**config.mk**
```make
export PLATFORM = sky130hd
export DESIGN_NAME = crc9_check_flat
export DESIGN_NICKNAME = d
export VERILOG_FILES = /design/src/rtl/crc9_check_if.sv /design/src/rtl/crc9_check.sv /design/src/flat_wrapper.sv
export SDC_FILE = /design/constraint.sdc
export NUM_CORES = 1
export LEC_CHECK = 0
export BUFFER_PORTS_ARGS = -buffer_cell sky130_fd_sc_hd__buf_2
export CAP_MARGIN = 10
export CORE_MARGIN = 1
export CORE_UTILIZATION = 31
export CTS_CLUSTER_DIAMETER = 120
export CTS_CLUSTER_SIZE = 20
export DETAILED_ROUTE_END_ITERATION = 10
export PLACE_DENSITY = 0.46
export SLEW_MARGIN = 0
export SYNTH_ARGS = -nofsm -noshare
export SYNTH_HDL_FRONTEND = slang
export SYNTH_SLANG_ARGS = --single-unit
```
**constraint.sdc**
```tcl
create_clock -name clk -period 4.4 [get_ports clk]
set_input_delay 0.66 -clock clk [delete_from_list [all_inputs] [get_ports clk]]
set_output_delay 0.66 -clock clk [all_outputs]
set_load 0.1 [all_outputs]
```
**src/rtl/crc9_check_if.sv**
```systemverilog
// rtl/crc9_check_if.sv - request/result bundle for the 9-bit cyclic parity checker
interface crc9_check_if #(
  parameter int N     = 64,
  parameter int CNT_W = 16
);
  logic             start;
  logic             shift;
  logic [N-1:0]     data_in;
  logic [8:0]       parity_in;
  logic             busy;
  logic             done;
  logic             error;
  logic [8:0]       syndrome;
  logic [10:0]      count;
  logic [CNT_W-1:0] err_cnt;

  modport master (
    output start, shift, data_in, parity_in,
    input  busy, done, error, syndrome, count, err_cnt
  );

  modport slave (
    input  start, shift, data_in, parity_in,
    output busy, done, error, syndrome, count, err_cnt
  );
endinterface

```
**src/rtl/crc9_check.sv**
```systemverilog
// rtl/crc9_check.sv - serial x^9+x^4+1 parity re-computation and syndrome checker
module crc9_check #(
  parameter int N     = 64,
  parameter int CNT_W = 16
) (
  input  logic          clk,
  input  logic          rst,
  crc9_check_if.slave   bus
);

  typedef enum logic [1:0] {IDLE, SHIFT, DONE} state_t;

  // The step taken while count equals this value is the last one of a check.
  localparam logic [10:0] LAST_STEP = 11'(N + 8);
  localparam int          IDX_W     = (N > 1) ? $clog2(N) : 1;

  state_t           state_q, state_d;
  logic [N-1:0]     data_q, data_d;
  logic [8:0]       parity_q, parity_d;
  logic [8:0]       lfsr_q, lfsr_d;
  logic [8:0]       syndrome_q, syndrome_d;
  logic [10:0]      count_q, count_d;
  logic             error_q, error_d;
  logic             busy_q, busy_d;
  logic             done_q, done_d;
  logic [CNT_W-1:0] err_cnt_q, err_cnt_d;

  logic [IDX_W-1:0] bit_idx;
  logic             data_bit;
  logic [8:0]       lfsr_next;
  logic [8:0]       syndrome_next;

  // Serial input bit (data MSB first, then zero flush) and one LFSR step
  always_comb begin
    bit_idx       = IDX_W'(N - 1 - int'(count_q));
    data_bit      = (count_q < 11'(N)) ? data_q[bit_idx] : 1'b0;
    lfsr_next     = {data_bit ^ lfsr_q[0], lfsr_q[8:6], lfsr_q[5] ^ lfsr_q[0], lfsr_q[4:1]};
    syndrome_next = lfsr_next ^ parity_q;
  end

  // Next-state logic for the check sequencer and all its registers
  always_comb begin
    state_d    = state_q;
    data_d     = data_q;
    parity_d   = parity_q;
    lfsr_d     = lfsr_q;
    syndrome_d = syndrome_q;
    count_d    = count_q;
    error_d    = error_q;
    err_cnt_d  = err_cnt_q;

    case (state_q)
      IDLE, DONE: begin
        if (bus.start) begin
          state_d  = SHIFT;
          data_d   = bus.data_in;
          parity_d = bus.parity_in;
          lfsr_d   = 9'd0;
          count_d  = 11'd0;
        end else begin
          state_d  = IDLE;
        end
      end
      SHIFT: begin
        if (bus.shift) begin
          lfsr_d  = lfsr_next;
          count_d = count_q + 11'd1;
          if (count_q == LAST_STEP) begin
            state_d    = DONE;
            syndrome_d = syndrome_next;
            error_d    = |syndrome_next;
            if ((|syndrome_next) && (err_cnt_q != {CNT_W{1'b1}})) begin
              err_cnt_d = err_cnt_q + 1'b1;
            end
          end
        end
      end
      default: state_d = IDLE;
    endcase

    busy_d = (state_d == SHIFT);
    done_d = (state_d == DONE);
  end

  // State and result registers; reset aborts any check in flight
  always_ff @(posedge clk or posedge rst) begin
    if (rst) begin
      state_q    <= IDLE;
      data_q     <= '0;
      parity_q   <= 9'd0;
      lfsr_q     <= 9'd0;
      syndrome_q <= 9'd0;
      count_q    <= 11'd0;
      error_q    <= 1'b0;
      busy_q     <= 1'b0;
      done_q     <= 1'b0;
      err_cnt_q  <= '0;
    end else begin
      state_q    <= state_d;
      data_q     <= data_d;
      parity_q   <= parity_d;
      lfsr_q     <= lfsr_d;
      syndrome_q <= syndrome_d;
      count_q    <= count_d;
      error_q    <= error_d;
      busy_q     <= busy_d;
      done_q     <= done_d;
      err_cnt_q  <= err_cnt_d;
    end
  end

  assign bus.busy     = busy_q;
  assign bus.done     = done_q;
  assign bus.error    = error_q;
  assign bus.syndrome = syndrome_q;
  assign bus.count    = count_q;
  assign bus.err_cnt  = err_cnt_q;

endmodule

```
**src/flat_wrapper.sv**
```systemverilog
// flat-port wrapper written by rule: the top's interface ports become plain ports
module crc9_check_flat 
#(
  parameter int N     = 64,
  parameter int CNT_W = 16
)
  (clk, rst, bus_start, bus_shift, bus_data_in, bus_parity_in, bus_busy, bus_done, bus_error, bus_syndrome, bus_count, bus_err_cnt);
  crc9_check_if #(.N(N), .CNT_W(CNT_W)) bus_i ();
  input  logic clk;
  input  logic rst;
  input wire logic [$bits(bus_i.start)-1:0] bus_start;
  input wire logic [$bits(bus_i.shift)-1:0] bus_shift;
  input wire logic [$bits(bus_i.data_in)-1:0] bus_data_in;
  input wire logic [$bits(bus_i.parity_in)-1:0] bus_parity_in;
  output wire logic [$bits(bus_i.busy)-1:0] bus_busy;
  output wire logic [$bits(bus_i.done)-1:0] bus_done;
  output wire logic [$bits(bus_i.error)-1:0] bus_error;
  output wire logic [$bits(bus_i.syndrome)-1:0] bus_syndrome;
  output wire logic [$bits(bus_i.count)-1:0] bus_count;
  output wire logic [$bits(bus_i.err_cnt)-1:0] bus_err_cnt;
  assign bus_i.start = bus_start;
  assign bus_i.shift = bus_shift;
  assign bus_i.data_in = bus_data_in;
  assign bus_i.parity_in = bus_parity_in;
  assign bus_busy = bus_i.busy;
  assign bus_done = bus_i.done;
  assign bus_error = bus_i.error;
  assign bus_syndrome = bus_i.syndrome;
  assign bus_count = bus_i.count;
  assign bus_err_cnt = bus_i.err_cnt;
  crc9_check #(.N(N), .CNT_W(CNT_W)) u_core (.clk(clk), .rst(rst), .bus(bus_i));
endmodule
```
=== After elaboration in Yosys (flattened, before gate mapping) ===
Cells that the tools add are included.

* Bitwise logic cells: 3
* Equality and inequality tests: 8
* $add $sub $neg: 3
* Reduce and logical (&&, ||, !) cells: 9
* Muxes and demuxes: 13
* Magnitude comparators: 2

{| class="wikitable"
|+ Operators by type and width
! operator !! count
|-
| 2-to-1 mux 11 bit || 2
|-
| one-hot mux 11 bit (2 select lines) || 1
|-
| 2-to-1 mux 9 bit || 2
|-
| one-hot mux 9 bit (2 select lines) || 1
|-
| adder 16 x 1 -> 16 bit, second input constant || 1
|-
| != test 16 bit, second input constant || 1
|-
| adder 11 x 1 -> 11 bit, second input constant || 1
|-
| == test 11 x 7 -> 1 bit, second input constant || 1
|-
| < comparator 11 x 7 -> 1 bit, second input constant || 1
|-
| OR reduction 9 bit || 1
|-
| XOR 9 bit || 1
|-
| < comparator 6 x 7 -> 1 bit, second input constant || 1
|-
| binary-select mux 1 bit (select 6 bit) || 1
|-
| AND reduction 3 bit || 2
|-
| subtractor 6 bit, first input constant || 1
|-
| == test 2 x 1 -> 1 bit, second input constant || 2
|-
| == test 2 bit, second input constant || 2
|-
| 2-to-1 mux 2 bit || 2
|-
| != test 2 bit, second input constant || 2
|-
| one-hot mux 2 bit (2 select lines) || 1
|-
| AND reduction 4 bit || 1
|-
| 2-to-1 mux 1 bit || 3
|-
| logical NOT 2 bit || 1
|-
| AND reduction 2 bit || 1
|-
| other kinds (4) || 5
|}

* Register bits after elaboration: 123
* Input bits: 77

=== Depth between registers and ports, before layout ===
Gate-level depths: netlist of run 1.

* Depth in word-level cells: 9
* Mapped depth: 12
* Mapped depth without buffers: 8

=== Least setup slack after synthesis of run 1 ===
Ideal clock, no wire load.

* Kind: reg2reg
* From: register u_core.count_q[1], in the netlist u_core.bus.count[1]
* To: register u_core.err_cnt_q[1], in the netlist u_core.bus.err_cnt[1]
* Clock period less this slack: 3,405 ps
* Stages on the path, launching flop included: 10
* Arrival time: 3,276 ps
* Library setup time: 128 ps
* Path slack: 995 ps
* Buffers on the path: 1
* Data required time: 4,272 ps
* Path through: dfrtp_1 -> buf_2 -> or3b_1 -> o221ai_1 -> a211oi_1 -> or4_4 -> or3_4 -> a21oi_4 -> or2_4 -> mux2_1

* Word-level cells in the longest chain between the ends: 9
* Elaborated cells on any way between the ends: 11
* Those cells by class: add/sub: 1; order compare: 1; eq/ne: 1; mux: 3; bitwise: 2; reduce/logical: 3

{| class="wikitable"
|+ Ends and longest elaborated chain
! what !! line !! RTL
|-
| from (decl) || crc9_check.sv:22 || <nowiki>logic [10:0] count_q, count_d;</nowiki>
|-
| from (signal assigned) || crc9_check.sv:104 || <nowiki>count_q <= count_d;</nowiki>
|-
| subtractor 6 bit || crc9_check.sv:35 || <nowiki>bit_idx = IDX_W'(N - 1 - int'(count_q));</nowiki>
|-
| binary-select mux 1 bit (select 6 bit) || crc9_check.sv:36 || <nowiki>data_bit = (count_q < 11'(N)) ? data_q[bit_idx] : 1'b0;</nowiki>
|-
| 2-to-1 mux 1 bit (not written as such) || crc9_check.sv:36 ||
|-
| 2-to-1 mux 1 bit || crc9_check.sv:36 ||
|-
| XOR 1 bit || crc9_check.sv:37 || <nowiki>lfsr_next = {data_bit ^ lfsr_q[0], lfsr_q[8:6], lfsr_q[5] ^ lfsr_q[0], lfsr_q[4:1]};</nowiki>
|-
| XOR 9 bit || crc9_check.sv:38 || <nowiki>syndrome_next = lfsr_next ^ parity_q;</nowiki>
|-
| OR reduction 9 bit || crc9_check.sv:72 || <nowiki>if ((|syndrome_next) && (err_cnt_q != {CNT_W{1'b1}})) begin</nowiki>
|-
| logical AND 1 bit || crc9_check.sv:72 ||
|-
| AND reduction 4 bit (no line) * || -- ||
|-
| to (signal assigned) || crc9_check.sv:108 || <nowiki>err_cnt_q <= err_cnt_d;</nowiki>
|-
| to (decl) || crc9_check.sv:26 || <nowiki>logic [CNT_W-1:0] err_cnt_q, err_cnt_d;</nowiki>
|}

Mark *: on every way between the ends. The rest lies on a longest branch, timed or not. The select of a mux whose other input is x is not followed.
A chain may end at the register's enable or synchronous reset.

=== Worst setup path after layout of run 1 ===
* From: register u_core.count_q[3], in the netlist u_core.bus.count[3]
* To: register u_core.err_cnt_q[1], in the netlist u_core.bus.err_cnt[1]

Same word-level chain as after synthesis.

==> results of run 1 <==
## layout make-up
| cell class | instances | area (sq um) | area share |
|---|---|---|---|
| sequential | 123 | 3079 | 0.4329 |
| multi-input combinational | 442 | 2484 | 0.3492 |
| timing repair buffer | 125 | 650.6 | 0.09147 |
| clock buffer | 26 | 509.2 | 0.07159 |
| tap | 229 | 286.5 | 0.04028 |
| clock inverter | 6 | 60.06 | 0.008443 |
| inverter | 11 | 43.79 | 0.006157 |
## cells by family after synthesis
logic type / Yosys count
and+or+nand+nor: 340
DFF: 123
buffers and inverters: 47
xor gates and xnor gates: 35
AOI/OAI and AO/OA: 33
muxes: 31
adders and majority gates: 3
## layer usage
metal / vias up / routed length [um] / GRT usage
li1: 2216 / - / -
met1: 2134 / 6941 / 0.2200
met2: 100 / 6468 / 0.2434
met3: 14 / 809 / 0.05110
met4: 0 / 145 / 0.05322
met5: - / 0 / 0
## state kept, by name, indices dropped and copies added, names as in the netlist
name / flops
u_core.data_q: 64
u_core.bus.err_cnt: 16
u_core.bus.count: 11
u_core.bus.syndrome: 9
u_core.lfsr_q: 9
u_core.parity_q: 9
u_core.state_q: 2
u_core.bus.busy: 1
u_core.bus.done: 1
u_core.bus.error: 1
## power groups by stage
stage | registers (mW) | logic [mW] | clock network, mW
2_1_floorplan | 2.01 | 1.13 | 0
3_3_place_gp | 1.81 | 1.71 | 0
3_5_place_dp | 1.81 | 1.73 | 0
4_1_cts | 1.79 | 1.75 | 1.38
5_1_grt | 1.84 | 1.90 | 1.43
6_report | 1.79 | 1.71 | 1.34
## placed cells by master (no fill, tap or decap), drive strengths merged, types with 3 or more instances in the layout
cell    instances
mux4            6
clkbuf         26
and2            4
a311oi          3
nor3           10
clkinv          3
ha              3
a22oi           4
nor4            3
nor2           13
o21ai          13
mux2            5
inv            11
nor2b           5
nand2         256
dfrtp         123
buf           125
xnor2          13
nand4           6
nor3b           3
mux2i          20
and3            6
a21oi           3
nand3          23
xor2           22
a211oi          3
## path summary, 6_finish.rpt
path                                                endpoint  slack (ns)  cells after the start
min in group asynchronous     u_core.parity_q[1]$_DFFE_PP0P_        0.44                      2
setup reg to reg           u_core.bus.err_cnt[1]$_DFFE_PP0P_        1.15                      9
hold reg to reg                u_core.data_q[49]$_DFFE_PP0P_        0.47                      2
hold / removal                 u_core.data_q[34]$_DFFE_PP0P_        0.43                      3
setup / recovery           u_core.bus.err_cnt[1]$_DFFE_PP0P_        1.15                      9
max in group asynchronous      u_core.data_q[16]$_DFFE_PP0P_        3.04                      3
## metrics by stage
stage / total power, mW / util
detailed placement: 3.543 / 0.3606
floorplan: 3.139 / -
finish: 4.841 / 0.3920
global route: 5.176 / 0.3920
CTS: 4.918 / 0.3920
global placement: 3.519 / 0.3606
## critical path, stage by stage (launching register included)
cell and delay, ns:
dfrtp_1 0.58, or3b_1 0.42, o221ai_1 0.21, a211oi_1 0.08, or4_4 0.55, or3_4 0.42, a21oi_4 0.14, buf_4 0.25
or2_4 0.17, mux2_1 0.31
==> impl_metrics.csv, run 1 <==
group,metric,value,unit
power_and_ir_drop,power_density,680.6,mW/mm^2
place,place_congestion,0.7565,
sta,grt_setup_unrepaired,"no",
yosys,syn_area,0.005781,sq mm
sta,fin_crit_sh,0.7390,
sta,fmax,307.5,MHz
sta,hold_viol_final,0,
worst_setup_path,critical_path_required,4.70,ns
worst_setup_path,crit_type,"register to register",
place,io_buffers,115,
yosys,synth_common_cells,"256 x nand2_1, 123 x dfrtp_1, 23 x nand3_1, 22 x clkbuf_1, 22 x xor2_1",
die,die_height,138.6,um
global_route,grt_use_total,0.1616,
die,core-area,0.01815,sq mm
cts,cts_tree,"built",
yosys,synth_xor_area_frac,0.05303,
worst_setup_path,critPathArrivalTime,3.55,ns
routing,drcViolationCount,18,
worst_setup_path,critPathMaxFanout,16,
sta,report.final.slew_viol_count,0,
worst_setup_path,cp-end-kind,"register",
routing,wl,14360,um
die,ios,116,
yosys,ys_async_sr_fraction,1.000,
yosys,synth-seq-cells,123,
layout,fillCellCount,1879,
cts,post_cts_buffers,0,
place,pre_cts_ws,1.154,ns
yosys,synth-main-ff-cell,"dfrtp_1",
job,cap_viol_max_count,0,
sta,worst_pin_slew,0.8884,ns
cts,insertion_delay,0.42,ns
sta,setup_violations,0,
layout,nets,800,
yosys,synth.mux.area_fraction,0.07035,
die,rows,49,
sta,setup_tns,0,ns
power_and_ir_drop,swShare,0.3888,
worst_setup_path,r2r-start,"u_core.bus.count[3]$_DFFE_PP0P_",
global_route,grt_pass1_vias,4622,
place,dpl.cell_count,930,
power_and_ir_drop,p_leak,3.784,nW
yosys,synthCells,612,
worst_setup_path,crit_path_start_kind,"register",
power_and_ir_drop,clock_power_share,0.277,
routing,drtIter0Drc,229,
layout,synthToLayoutAreaGrowth,23.05,%
yosys,synth_compound_area_frac,0.03961,
yosys,yosysMostFrequentCell,"nand2_1",
global_route,antenna_found_initial,0,
layout,drive_above_1_share,0.2442,
power_and_ir_drop,sequentialPowerShare,0.369,
yosys,syn_nets,692,
worst_setup_path,startpoint,"u_core.bus.count[3]$_DFFE_PP0P_",
place,place_hpwl,10000,um
cts,cts.sinks,123,
cts,cts_buffers,17,
layout,antenna-diode-count,0,
cts,cts_buffer_depth,2,
yosys,synthTopCellsByArea,"dfrtp_1 53%, nand2_1 17%, mux2i_1 3.5%",
sta,layout_setup_ws,1.148,ns
routing,via_count,4464,
cts,worst_setup_hold_path_clk_slew,0.06,ns
cts,clock-root-buffer,"clkbuf_16",
global_route,grt_pass1_wl,24310,um
yosys,ys_seq_area_frac,0.5325,
yosys,synth_warnings,0,
routing,wl_per_cell,14.93,um
power_and_ir_drop,vdd.ir_drop.worst,0.3255,mV
yosys,synth-simple-area-share,0.2584,
yosys,synth_top_cell_by_area,"dfrtp_1",
sta,hold_slack,0.4322,ns
global_route,grt-ovfl-total,0,
die,die_w,138.6,um
layout,fin_cells,962,
yosys,synthAdderAreaFrac,0.006494,
cts,hold_buffers,0,
layout,stdcell_area,0.007113,sq mm
cts,cts.repair.resized,0,
routing,drtAntennaViolNets,0,
power_and_ir_drop,p_int,2.959,mW
yosys,synth_top_area_frac,0.5325,
hold_path,worstHoldStart,"bus_data_in[34]",
yosys,synth_edf_count,0,
die,dieArea,0.01920,sq mm
yosys,synthDistinctLibCells,50,
outcome,status,"complete, but fails checks",
power_and_ir_drop,switchingPower,1.882,mW
global_route,grt_max_degree,69,
sta,fin_skew,0.005045,ns
yosys,syn_avg_cell_area,9.445,sq um
hold_path,hold_class,"input pin to register",
place,place_area,0.006544,sq mm
cts,htreeDepth,4,
routing,via_per_inst,4.640,
yosys,synth_top_family_by_area,"simple AND/OR/NAND/NOR gates",
outcome,violations,"DRC",
power_and_ir_drop,p_comb_frac,0.354,
sta,finalCriticalPeriod,3.252,ns
sta,slew_headroom,0.4078,
die,initial_utilization,0.3185,
routing,firstDrtPassIters,9,
(Power assumes the default switching activity.)
==> run 2: changes to the inputs <==
- clock period: 4.4 -> 3.1 ns (I/O delays scaled with it)
==> impl_metrics.csv, run 2 (same netlist as run 1, synthesis figures left out) <==
group,metric,value,unit
worst_setup_path,crit_path_start_kind,"register",
die,die_height,138.6,um
power_and_ir_drop,switchingPower,2.626,mW
worst_setup_path,crit_type,"register to register",
power_and_ir_drop,power.total,6.879,mW
routing,drtIter0Drc,243,
cts,cts.repair.resized,0,
sta,fin_crit_sh,0.9234,
global_route,gr-usage-met1,0.2150,
global_route,grt-ovfl-total,0,
place,place_hpwl,9884,um
layout,largest_register_ffs,64,
cts,htreeDepth,4,
global_route,grt_pass1_wl,23380,um
die,initial_utilization,0.3185,
global_route,grt_use_total,0.1563,
sta,layout_setup_ws,0.2374,ns
sta,fin_skew,0.009314,ns
sta,hold_viol_final,0,
layout,mostFrequentLayoutCells,"256 x nand2_1, 118 x dfrtp_1, 115 x buf_2",
worst_setup_path,r2r-start,"u_core.bus.count[0]$_DFFE_PP0P_",
sta,fmax,349.3,MHz
layout,layout_commonest_cell,"nand2_1",
place,dpl.cell_count,931,
sta,grt_setup_unrepaired,"no",
place,io_buffers,115,
power_and_ir_drop,vdd.ir_drop.worst,0.5469,mV
power_and_ir_drop,p_int,4.252,mW
die,rows,49,
layout,antenna-diode-count,0,
worst_setup_path,critical_path_required,3.44,ns
layout,fin_cells,962,
global_route,busiest_layer,"met2",
cts,clock-root-buffer,"clkbuf_16",
cts,cts_tree,"built",
global_route,grt_pass1_vias,4532,
layout,drive_above_1_share,0.2524,
cts,cts_buffer_depth,2,
place,place_area,0.006586,sq mm
routing,via_count,4458,
global_route,grt_use_met3,0.04938,
cts,worst_setup_hold_path_clk_slew,0.05,ns
routing,via_per_inst,4.634,
die,ios,116,
power_and_ir_drop,p_leak,3.795,nW
die,die_w,138.6,um
power_and_ir_drop,swShare,0.3818,
place,pre_cts_ws,0.1811,ns
layout,nets,801,
worst_setup_path,critical_path.cell_chain,"mux4_2, mux2_2, a211oi_1, or4_4, o21ai_1, a21oi_4, buf_4, nor4_1, xnor2_1",
worst_setup_path,max_stage_delay,0.57,ns
routing,wl_per_cell,14.49,um
sta,report.final.slew_viol_count,0,
outcome,violations,"DRC",
job,cap_viol_max_count,0,
power_and_ir_drop,p_comb_frac,0.355,
sta,slew_headroom,0.4180,
power_and_ir_drop,power_density,960.3,mW/mm^2
layout,stdcell_area,0.007163,sq mm
outcome,status,"complete, but fails checks",
worst_setup_path,critPathArrivalTime,3.20,ns
global_route,use_met2,0.2292,
cts,cts.sinks,123,
routing,drtAntennaViolNets,0,
cts,cts_buffers,17,
worst_setup_path,critPathMaxFanout,15,
worst_setup_path,slowest_stage,"dfrtp_4",
cts,hold_buffers,0,
worst_setup_path,r2r_end,"u_core.bus.err_cnt[14]$_DFFE_PP0P_",
worst_setup_path,cp-end-kind,"register",
die,core-area,0.01815,sq mm
worst_setup_path,reg2reg_depth,9,
routing,firstDrtPassIters,7,
power_and_ir_drop,clock_power_share,0.277,
routing,drcViolationCount,20,
power_and_ir_drop,sequentialPowerShare,0.368,
routing,wl,13940,um
cts,insertion_delay,0.41,ns
global_route,grt_max_degree,86,
die,dieArea,0.01920,sq mm
sta,setup_violations,0,
hold_path,hold_class,"input pin to async pin",
layout,synthToLayoutAreaGrowth,23.92,%
sta,finalCriticalPeriod,2.863,ns
sta,setup_tns,0,ns
place,place_congestion,0.7477,
worst_setup_path,startpoint,"u_core.bus.count[0]$_DFFE_PP0P_",
global_route,antenna_found_initial,0,
worst_setup_path,reg2reg_slack,0.24,ns
layout,regMostFlops,"u_core.data_q",
cts,post_cts_buffers,0,
sta,worst_pin_slew,0.8731,ns
run 2: cell count changes in the layout (fill, tap and decap cells not counted), sizes merged:
cell,previous run,this run
inv,11,10
bufinv,1,2
buf,125,126
clkinv,3,5
clkbuf,26,23
run 2: power by group through the flow:
stage | Sequential (mW) | Combinational, mW | Clock, mW
6_report | 2.53 | 2.44 | 1.91
5_1_grt | 2.61 | 2.73 | 2.03
4_1_cts | 2.54 | 2.48 | 1.96
3_5_place_dp | 2.56 | 2.48 | 0
3_3_place_gp | 2.56 | 2.44 | 0
2_1_floorplan | 2.87 | 1.60 | 0
run 2: layout make-up:
cell class	instances	area, sq um
clock buffers	23	478.0
clock inverters	8	92.59
fillers	1809	10980
inverters	11	45.04
multi-input cells	442	2487
flip-flops and latches	123	3087
well taps	229	286.5
repair buffers	126	686.9
run 2: worst max-delay path by stage:
| stage | cells past startpoint | end |
|---|---|---|
| after floorplan | 10 | u_core.bus.err_cnt[1]$_DFFE_PP0P_ |
| after global placement | 10 | u_core.bus.err_cnt[13]$_DFFE_PP0P_ |
| after detailed placement | 9 | u_core.bus.err_cnt[13]$_DFFE_PP0P_ |
| after CTS | 10 | u_core.bus.err_cnt[13]$_DFFE_PP0P_ |
| after global routing | 9 | u_core.bus.err_cnt[13]$_DFFE_PP0P_ |
| final | 9 | u_core.bus.err_cnt[14]$_DFFE_PP0P_ |
run 2: metrics by stage:
stage          utilization  hold slack (ns)
2_1_floorplan            -           0.4373
3_3_place_gp        0.3629           0.4601
3_5_place_dp        0.3629           0.4592
4_1_cts             0.3944          0.04628
5_1_grt             0.3947          0.05236
6_report            0.3947          0.05449
run 2: critical path: cells and delay by family (launching register included):
| kind | cells | cell delay, ns |
|---|---|---|
| and+or+nand+nor | 2 | 0.88 |
| buffers and inverters | 1 | 0.21 |
| DFF | 1 | 0.57 |
| muxes | 2 | 0.52 |
| xor gates and xnor gates | 1 | 0.16 |
| AOI/OAI and AO/OA | 3 | 0.44 |
run 2: routing by layer:
metal / routed length, um / up-vias
li1: - / 2218
met3: 844 / 8
met1: 6663 / 2132
met5: 0 / -
met2: 6344 / 100
met4: 88 / 0
==> run 3: changes to the inputs <==
- CORE_UTILIZATION: 31 -> 50
- PLACE_DENSITY: 0.46 -> 0.7
==> impl_metrics.csv, run 3 (same netlist as run 1, synthesis figures left out) <==
group,metric,value,unit
outcome,status,"finished, final reports clean",
sta,hold_viol_final,0,
layout,multiInputGateArea,0.002487,sq mm
die,initial_utilization,0.5240,
place,io_buffers,115,
layout,largest_register_ffs,64,
sta,slew_headroom,0.4737,
layout,regMostFlops,"u_core.data_q",
place,place_congestion,0.7614,
routing,wl_per_cell,14.80,um
worst_setup_path,crit_type,"register to register",
routing,firstDrtPassIters,5,
die,die_w,109.5,um
sta,hold_slack,0.2412,ns
worst_setup_path,cp-end-kind,"register",
cts,clock-root-buffer,"clkbuf_16",
routing,drcViolationCount,0,
routing,drtIter0Drc,246,
cts,cts_buffers,17,
die,die_height,109.5,um
layout,fin_util,0.6466,
global_route,grt_use_total,0.2360,
power_and_ir_drop,p_leak,3.816,nW
layout,antenna-diode-count,0,
die,rows,38,
worst_setup_path,max_stage_delay,0.60,ns
routing,via_per_inst,5.166,
worst_setup_path,slowest_stage,"mux4_1",
layout,layout_commonest_cell,"nand2_1",
worst_setup_path,critical_path_required,3.43,ns
hold_path,hold_class,"input pin to register",
sta,report.final.slew_viol_count,0,
cts,insertion_delay,0.41,ns
layout,fillCellCount,921,
die,core-area,0.01103,sq mm
cts,cts.sinks,123,
sta,grt_setup_unrepaired,"no",
sta,fin_skew,0.006175,ns
cts,cts_tree,"built",
cts,htreeDepth,4,
global_route,grt_pass1_vias,4678,
cts,cts.repair.resized,0,
sta,worst_pin_slew,0.7894,ns
layout,mostFrequentLayoutCells,"256 x nand2_1, 118 x dfrtp_1, 115 x buf_2",
worst_setup_path,crit_path_start_kind,"register",
sta,finalCriticalPeriod,2.914,ns
power_and_ir_drop,power_density,1005,mW/mm^2
sta,fmax,343.2,MHz
sta,setup_violations,0,
layout,nets,801,
place,dpl.cell_count,842,
layout,drive_above_1_share,0.2575,
cts,post_cts_buffers,0,
worst_setup_path,critical_path.cell_chain,"mux4_1, mux2_2, a211oi_1, or4_4, or3_4, a21oi_4, buf_4, nor4_1, xor2_1",
worst_setup_path,critPathArrivalTime,3.25,ns
global_route,antenna_found_initial,0,
layout,seqCellArea,0.003084,sq mm
job,cap_viol_max_count,0,
sta,fin_crit_sh,0.9399,
routing,wl,12940,um
global_route,grt_pass1_wl,21790,um
place,place_hpwl,8647,um
global_route,grt-ovfl-total,0,
routing,via_count,4515,
cts,cts_buffer_depth,2,
cts,hold_buffers,0,
power_and_ir_drop,vdd.ir_drop.worst,0.4959,mV
layout,fin_cells,874,
die,dieArea,0.01199,sq mm
global_route,grt_max_degree,68,
layout,synthToLayoutAreaGrowth,23.38,%
worst_setup_path,critPathMaxFanout,15,
sta,setup_tns,0,ns
die,ios,116,
cts,worst_setup_hold_path_clk_slew,0.06,ns
routing,drtAntennaViolNets,0,
[run 3: per-stage QoR]
step | instance area [sq um] | setup WS (ns) | total power, mW
after global routing | 7132 | 0.02434 | 7.588
after global placement | 6475 | 0.2119 | 4.917
after CTS | 7124 | 0.07581 | 7.187
final | 7132 | 0.1862 | 7.168
after floorplan | 5801 | 0.01181 | 4.468
after detailed placement | 6475 | 0.1042 | 4.990
[run 3: power by group]
| group | internal [mW] | switching [mW] | total (mW) |
|---|---|---|---|
| clock | 1.43 | 0.746 | 2.17 |
| sequential | 2.13 | 0.400 | 2.53 |
| combinational | 0.896 | 1.57 | 2.47 |
[run 3: worst max-delay path, delay by kind of cell (launching register included)]
kind | cells | cell delay, ns
AO/OA/AOI/OAI | 2 | 0.35
XOR/XNOR | 1 | 0.17
buffers and inverters | 1 | 0.21
flip-flops | 1 | 0.54
multiplexers | 2 | 0.88
AND/OR/NAND/NOR | 3 | 0.69
[run 3: layout make-up]
type | instances | area share
clock buffers | 17 | 0.05965
clock inverters | 15 | 0.03140
inverters | 11 | 0.006316
multi-input cells | 442 | 0.3488
flip-flops and latches | 123 | 0.4325
well taps | 140 | 0.02456
repair buffers | 126 | 0.09684
[run 3: path summary, 6_finish.rpt]
path	startpoint	end	slack (ns)	cells past startpoint
max	u_core.bus.count[0]$_DFFE_PP0P_	u_core.bus.err_cnt[13]$_DFFE_PP0P_	0.19	9
min	bus_data_in[50]	u_core.data_q[50]$_DFFE_PP0P_	0.24	3
max reg2reg	u_core.bus.count[0]$_DFFE_PP0P_	u_core.bus.err_cnt[13]$_DFFE_PP0P_	0.19	9
min reg2reg	u_core.bus.syndrome[5]$_DFFE_PP0P_	u_core.bus.syndrome[5]$_DFFE_PP0P_	0.47	2
max in group asynchronous	rst	u_core.bus.count[3]$_DFFE_PP0P_	2.22	3
min in group asynchronous	rst	u_core.bus.syndrome[1]$_DFFE_PP0P_	0.31	3
[run 3: layer usage]
metal	part of all wire	global-route usage	wire length, um
met5	0	0	0
met4	0.013	0.08190	165
met3	0.052	0.04683	678
met2	0.49	0.3971	6399
met1	0.44	0.3046	5695
